### src/rtl/status_register.sv
// Condition-flag status register between EX and the condition-check stage.
// Purpose: stores {Z,C,N,V} on a committed S-bit update, flags value changes
// and counts committed updates with a saturating counter.
// Ports:
//   clk        rising-edge clock
//   rst        synchronous active-high reset
//   flush      discards this cycle's EX flag update
//   freeze     pipeline stall, holds all state
//   s_en       S bit of the EX instruction, requests an update
//   flags_in   ALU flags {Z,C,N,V} (bit3=Z, bit2=C, bit1=N, bit0=V)
//   status_out flags delivered to the condition-check stage
//   changed    one-cycle pulse after a commit that altered the stored flags
//   upd_count  saturating count of committed updates
// Build option: define STATUS_FWD_EN to forward flags_in to status_out
// in the commit cycle (zero-cycle write-to-read latency).
module status_register #(
    parameter int STATUS_LEN = 4,
    parameter int CNT_LEN    = 16
) (
    input  logic                  clk,
    input  logic                  rst,
    input  logic                  flush,
    input  logic                  freeze,
    input  logic                  s_en,
    input  logic [STATUS_LEN-1:0] flags_in,
    output logic [STATUS_LEN-1:0] status_out,
    output logic                  changed,
    output logic [CNT_LEN-1:0]    upd_count
);

    localparam logic [CNT_LEN-1:0] CNT_ONE = {{(CNT_LEN-1){1'b0}}, 1'b1};
    localparam logic [CNT_LEN-1:0] CNT_MAX = {CNT_LEN{1'b1}};

    logic [STATUS_LEN-1:0] status_q;
    logic                  changed_q;
    logic [CNT_LEN-1:0]    cnt_q;
    logic                  commit;

    // Reset, flush and freeze all veto the update; rst is already
    // folded in here so the forwarding mux can reuse this term.
    assign commit = s_en & ~flush & ~freeze & ~rst;

    always_ff @(posedge clk) begin
        if (rst) begin
            status_q  <= '0;
            changed_q <= 1'b0;
            cnt_q     <= '0;
        end else begin
            // changed is a pulse, so it drops even while frozen
            changed_q <= commit && (flags_in != status_q);
            if (commit) begin
                status_q <= flags_in;
                if (cnt_q != CNT_MAX) begin
                    cnt_q <= cnt_q + CNT_ONE;
                end
            end
        end
    end

`ifdef STATUS_FWD_EN
    assign status_out = commit ? flags_in : status_q;
`else
    assign status_out = status_q;
`endif

    assign changed   = changed_q;
    assign upd_count = cnt_q;

endmodule

### config.mk
export PLATFORM = sky130hd
export DESIGN_NAME = status_register
export DESIGN_NICKNAME = d
export VERILOG_FILES = /design/src/rtl/status_register.sv
export SDC_FILE = /design/constraint.sdc
export NUM_CORES = 1
export LEC_CHECK = 0
export ABC_AREA = 1
export CORE_MARGIN = 2
export CORE_UTILIZATION = 45
export DETAILED_ROUTE_END_ITERATION = 7
export PLACE_DENSITY = 0.79
export SYNTH_ARGS = -nofsm -noshare
export SYNTH_HDL_FRONTEND = slang
export SYNTH_SLANG_ARGS = --single-unit
### constraint.sdc
create_clock -name clk -period 2.5 [get_ports clk]
set_clock_uncertainty 0.05 [all_clocks]
set_input_delay 0.75 -clock clk [delete_from_list [all_inputs] [get_ports clk]]
set_output_delay 0.75 -clock clk [all_outputs]
set_load 0.005 [all_outputs]
Word level (Yosys, flattened, before mapping)
Cells that the tools add are included.
{"block": "totals", "regBits": 21, "latch_bits": 0, "mem_bits_rw": 0, "rom_bits": 0, "input_bits": 9, "output_inout_bits": 21, "wordCells": 14, "n_memories": 0}
{"block": "classes", "add_sub_neg": 1, "mul": 0, "div_mod_pow": 0, "n_lt_le_gt_ge": 0, "n_eq_ne": 2, "n_shift": 0, "muxes": 0, "bitwise_logic": 6, "n_reduce_logical": 2}
{"operator": "16-bit by 1-bit adder with 16-bit output, second input constant", "count": 1}
{"operator": "16-bit inequality test, second input constant", "count": 1}
{"operator": "4-bit inequality test", "count": 1}
{"operator": "1-bit AND", "count": 3}
{"operator": "1-bit NOT", "count": 3}
{"operator": "2-bit AND reduction", "count": 1}
{"operator": "1-bit logical AND", "count": 1}

Logic depth before layout (Yosys ltp)
Gate-level depths: netlist of run 1.
{"block": "logic_depth", "word_depth": 5, "ltp_mapped": 9, "depth_no_buf": 9}

Worst setup path after synthesis of run 1
Ideal clock, no wire load.
{"block": "synth_timing", "path_kind": "input port to flip-flop", "start": "input port rst", "end": "register cnt_q[4], in the netlist upd_count[4]", "setup_ns": 0.115, "t_arrival_ns": 1.489, "required_ns": 2.335, "path_slack_ns": 0.846, "stages": 9, "path_buffers": 1, "cell_sequence": "inv_1 nand2_1 nor2_2 buf_2 nand2_1 inv_1 nand3_1 nand2_1 nor2_1"}
{"block": "synth_via", "elab_chain_len": 3}
{"item": "from (decl)", "line": "21", "rtl": "input logic rst,"}
{"item": "1-bit NOT", "line": "41", "rtl": "assign commit = s_en & ~flush & ~freeze & ~rst;"}
{"item": "1-bit AND", "line": "41"}
{"item": "2-bit AND reduction (no line)"}
{"item": "to (signal assigned)", "line": "54", "rtl": "cnt_q <= cnt_q + CNT_ONE;"}
{"item": "to (decl)", "line": "36", "rtl": "logic [CNT_LEN-1:0] cnt_q;"}
Parallel ways exist; a longest one is shown, timed or not.
A chain may end at the register's enable or synchronous reset.

Worst setup path after layout of run 1
{"block": "layout_timing", "start": "register cnt_q[12], in the netlist upd_count[12]", "end": "output port upd_count[12]"}
{"item": "to (decl)", "line": "28", "rtl": "output logic [CNT_LEN-1:0] upd_count"}
No word-level cell between the ends.

==> reports/metrics.cfg, run 1 <==
[outcome]
status = finished, final reports clean

[final_layout]
most-common-layout-cells = nand2_1, nor2_1, clkdlybuf4s50_1, dfxtp_1, nand3_1
antennaDiodeCount = 0
syn_to_final_growth_pct = 26.8
n_fill_cell = 248
final_cell_area_mm2 = 0.00152
drive_gt1_frac = 0.0741
final_common_cell = nand2_1
nets = 227
final_util = 0.606
final_cell_count_no_fill = 246

[critical_path]
critical_path.cell_chain = clkdlybuf4s50_1
crit_fanout = 7
crit_buf_inv = 1
r2r_slack_ns = 0.92
r2r_cells = 6
cp-end-kind = output port
regToRegEndpoint = upd_count[2]
cp_slowest_cell = clkdlybuf4s50_1
slowest_delay_ns = 0.54
r2r_start = upd_count[0]
crit_type = flip-flop to output port
worstPathArrival_ns = 1.32
cp-start-kind = flip-flop
critical_path_required_ns = 1.70
worst_path_dominant_cell_family = buffers and inverters

[global_routing]
grt-ovfl-total = 0
grt_max_degree = 23
antenna_found_initial = 0
grt_pass1_vias = 1144
grt_usage = 0.181
grt_pass1_wl_mm = 4.59

[sta]
period_needed_ns = 2.12
setup_tns_ns = 0
hold_violations = 0
fin_ws_ns = 0.382
worst-slew-pin-transition_ns = 0.327
slew_headroom = 0.782
rsz0062_at_grt = no
setup_violations = 0
max_freq_ghz = 0.472
drv_slew = 0
finalCritPeriodShare = 0.847

[power_and_ir_drop]
power_leakage_nw = 0.588
ir_drop_v = 0.000328
pwr_density_cell_mw_per_mm2 = 371

[clocking]
cts_sinks = 21
cts_tree = built
clk_path_buf_depth = 2
post_cts_buffers = 0
cts_root_buf = clkbuf_4
insertion_delay_ns = 0.32
htree_levels = 1
cts_resized = 0
cts_buffers = 3
ctsHoldBuffers = 0
cts.clk_slew.worst_paths_ns = 0.12

[place]
place_hpwl_mm = 2.07
io_buffers = 29
place_inst = 242
place_area_mm2 = 0.00149
preCtsSetupSlack_ns = 0.200
place_congestion = 0.824

[route]
viasPerCell = 5.05
drt-total-wl_mm = 2.71
drt_pass1_iterations = 4
vias = 1242
drc = 0
wl_per_cell_um = 11.0
drt_iter0_markers = 26
ant_nets = 0

[job]
maxCapViolations = 0

[floorplan]
dieWidth_um = 55.5
coreArea_mm2 = 0.00250
design.portCount = 30
die_area_mm2 = 0.00308
initial_utilization = 0.478
fp-row-count = 18
chipHeight_um = 55.5

[synthesis]
synthCells = 186
syn_nets = 196
syn_area_mm2 = 0.00119
ys_types = 19
ys_ff_latch = 21
syn-mean-instance-area_um2 = 6.42
seq_area_frac_synth = 0.352
yosys_warnings = 0

[min_path]
whs_endpoint = upd_count[1]
min_path_cells = 2
min_path_type = flip-flop to flip-flop
worst_hold_startpoint = upd_count[1]

## state kept, by name, indices dropped and copies added, names as in the netlist
register	flops
upd_count	16
status_out	4
changed	1
## worst max-delay path by stage
stage | from | to | slack, ns | cells past startpoint
2_1_floorplan | rst | upd_count[4] | 0.85 | 9
3_5_place_dp | rst | upd_count[1] | 0.20 | 9
5_1_grt | upd_count[12] | upd_count[12] | 0.33 | 1
4_1_cts | upd_count[12] | upd_count[12] | 0.38 | 1
3_3_place_gp | rst | upd_count[8] | 0.27 | 9
6_report | upd_count[12] | upd_count[12] | 0.38 | 1
## cells in the mapped netlist (all sizes together)
master,instances,area (um2)
a21oi,13,65.1
a22oi,1,7.51
a31oi,1,6.26
buf,5,50.0
dfxtp,21,420
ha,1,12.5
inv,19,71.3
nand2,56,213
nand3,19,95.1
nand4,1,21.3
nor2,40,178
o21ai,5,25.0
or2,2,12.5
xnor2,2,17.5
## area by class of cell
cell class / count / area (um2) / share of cell area
multi-input cells: 141 / 653 / 0.431
flip-flops and latches: 21 / 420 / 0.277
repair buffers: 31 / 305 / 0.201
inverters: 19 / 71.3 / 0.0471
well taps: 30 / 37.5 / 0.0248
clock buffers: 3 / 22.5 / 0.0149
clock inverters: 1 / 5.00 / 0.00330
## report_power, final
part	switching, mW	total, mW	internal (mW)	leakage, nW
Combinational	0.0208	0.0491	0.0283	0.400
Clock	0.111	0.171	0.0599	0.0177
Sequential	0.00338	0.342	0.338	0.170
## cells by family (layout without fill, tap and decap cells)
group,Yosys count,after routing,synth area share
compound gates,20,20,0.0869
buf+inv,24,54,0.102
flops,21,21,0.352
fa+ha+maj,1,1,0.0105
simple gates,118,118,0.435
xor+xnor,2,2,0.0147
## metal layers
metal / vias to the layer above / GRT usage / wire length, um
li1: 645 / - / -
met1: 560 / 0.199 / 1190
met2: 33 / 0.340 / 1380
met3: 4 / 0.0422 / 111
met4: 0 / 0.0523 / 28
met5: - / 0 / 0
## tightest hold or removal path, stage by stage (launching register included)
cell and delay, ns:
dfxtp_1 0.36, nor2_1 0.10, nor2_1 0.05
## through the flow
step | hold slack (ns) | power, mW
floorplan | 0.443 | 0.375
global placement | 0.444 | 0.397
detailed placement | 0.462 | 0.399
CTS | 0.480 | 0.564
global route | 0.506 | 0.579
finish | 0.479 | 0.562
No activity file was read; power rests on OpenSTA's default activity.
==> run 2, diff against run 1 <==
clock period = 2.17 ns   (was 2.5 ns; I/O delays follow)
==> reports/metrics.cfg, run 2 (synthesized netlist as in run 1, its figures left out) <==
[min_path]
min_path_cells = 2  ; unchanged
worst_hold_startpoint = status_out[0]
min_path_type = flip-flop to flip-flop
whs_endpoint = status_out[0]

[route]
viasPerCell = 4.89  ; -3.1%
drc = 0  ; unchanged
wl_per_cell_um = 11.2  ; +1.5%
drt_iter0_markers = 25  ; -3.8%
ant_nets = 0  ; unchanged
vias = 1209  ; -2.7%
drt-total-wl_mm = 2.76  ; +2.0%
drt_pass1_iterations = 4  ; unchanged

[critical_path]
critical_path_required_ns = 1.47  ; -0.23 ns
crit_buf_inv = 1  ; unchanged
crit_type = flip-flop to output port
r2r_start = upd_count[0]
r2r_cells = 6  ; unchanged
cp_slowest_cell = clkdlybuf4s50_1
slowest_delay_ns = 0.54  ; about the same
cp-end-kind = output port
cp-start-kind = flip-flop
worst_path_dominant_cell_family = buffers and inverters
r2r_slack_ns = 0.63  ; -0.29 ns
critical_path.cell_chain = clkdlybuf4s50_1
regToRegEndpoint = upd_count[15]
worstPathArrival_ns = 1.30  ; -0.02 ns
crit_fanout = 7  ; unchanged

[place]
place_hpwl_mm = 2.11  ; +2.1%
place_inst = 243  ; +0.41%
preCtsSetupSlack_ns = -0.0137  ; -0.214 ns
place_congestion = 0.842  ; +2.2%
io_buffers = 29  ; unchanged

[power_and_ir_drop]
finalPower_mw = 0.645  ; +15%
pwr_density_cell_mw_per_mm2 = 424  ; +14%
ir_drop_v = 0.000321  ; -2.1%
p_seq_frac = 0.610  ; +0.002
pwr-share-comb = 0.092  ; +0.005
clockPowerShare = 0.298  ; -0.006
power_leakage_nw = 0.590  ; +0.35%
switchingPower_mw = 0.150  ; +11%
swShare = 0.232  ; -0.00805
intPower_mw = 0.495  ; +16%

[floorplan]
chipHeight_um = 55.5  ; unchanged
design.portCount = 30  ; unchanged
coreArea_mm2 = 0.00250  ; unchanged
fp-row-count = 18  ; unchanged
initial_utilization = 0.478  ; unchanged
die_area_mm2 = 0.00308  ; unchanged
dieWidth_um = 55.5  ; unchanged

[final_layout]
syn_to_final_growth_pct = 27.3
largest_reg_flops = 16  ; unchanged
final_cell_count_no_fill = 247  ; +0.41%
most-common-layout-cells = nand2_1, nor2_1, clkdlybuf4s50_1, dfxtp_1, nand3_1
drive_gt1_frac = 0.0737  ; -0.000341
antennaDiodeCount = 0  ; unchanged
nets = 228  ; +0.44%
final_common_cell = nand2_1

[clocking]
ctsHoldBuffers = 0  ; unchanged
insertion_delay_ns = 0.31  ; about the same
cts.clk_slew.worst_paths_ns = 0.11  ; about the same
htree_levels = 1  ; unchanged
cts_root_buf = clkbuf_4
cts_sinks = 21  ; unchanged
cts_resized = 0  ; unchanged
cts_tree = built
clk_path_buf_depth = 2  ; unchanged
cts_buffers = 3  ; unchanged
post_cts_buffers = 0  ; unchanged

[sta]
worst-slew-pin-transition_ns = 0.336  ; +0.00919 ns
hold_ws_ns = 0.472  ; -0.00657 ns
rsz0062_at_grt = no
fin_ws_ns = 0.165  ; -0.217 ns
max_freq_ghz = 0.499
setup_tns_ns = 0  ; unchanged
period_needed_ns = 2.00
hold_violations = 0  ; unchanged
drv_slew = 0  ; unchanged
slew_headroom = 0.776  ; -0.00614
finalCritPeriodShare = 0.924
setup_violations = 0  ; unchanged

[global_routing]
grt_max_degree = 23  ; unchanged
antenna_found_initial = 0  ; unchanged
grt_usage = 0.190  ; +0.00917
grt_pass1_vias = 1188  ; +3.8%
grt-ovfl-total = 0  ; unchanged
grt_pass1_wl_mm = 4.73  ; +3.2%

[outcome]
status = finished, final reports clean

[job]
maxCapViolations = 0  ; unchanged

run 2: final cells by class:
type,count,area [um2]
clock buffers,4,26.3
fillers,231,978
inverters,19,71.3
multi-input cells,141,653
flip-flops and latches,21,420
well taps,30,37.5
repair buffers,32,313
run 2: layer usage:
layer,wire length [um],up-vias,GRT usage
met5,0,-,0
met4,29,0,0.0627
met3,114,5,0.0515
met2,1430,24,0.359
met1,1190,534,0.200
li1,-,646,-
run 2: stage by stage:
stage,cell area [um2],utilization
6_report,1520,0.609
2_1_floorplan,1190,-
3_5_place_dp,1500,0.598
3_3_place_gp,1500,0.598
5_1_grt,1520,0.609
4_1_cts,1520,0.609
run 2: how the worst max path moves through the flow:
| stage | start | to | slack (ns) | cells after the start |
|---|---|---|---|---|
| floorplan | rst | upd_count[4] | 0.62 | 9 |
| global placement | rst | upd_count[0] | 0.06 | 9 |
| detailed placement | rst | upd_count[1] | -0.01 | 9 |
| CTS | upd_count[12] | upd_count[12] | 0.16 | 1 |
| global route | upd_count[12] | upd_count[12] | 0.09 | 1 |
| finish | upd_count[12] | upd_count[12] | 0.17 | 1 |
run 2: power groups by stage:
stage	Clock [mW]	Sequential [mW]	Combinational (mW)
after global placement	0	0.402	0.0572
after global routing	0.216	0.395	0.0654
after floorplan	0	0.402	0.0293
after detailed placement	0	0.403	0.0594
final	0.192	0.394	0.0593
after CTS	0.198	0.394	0.0597
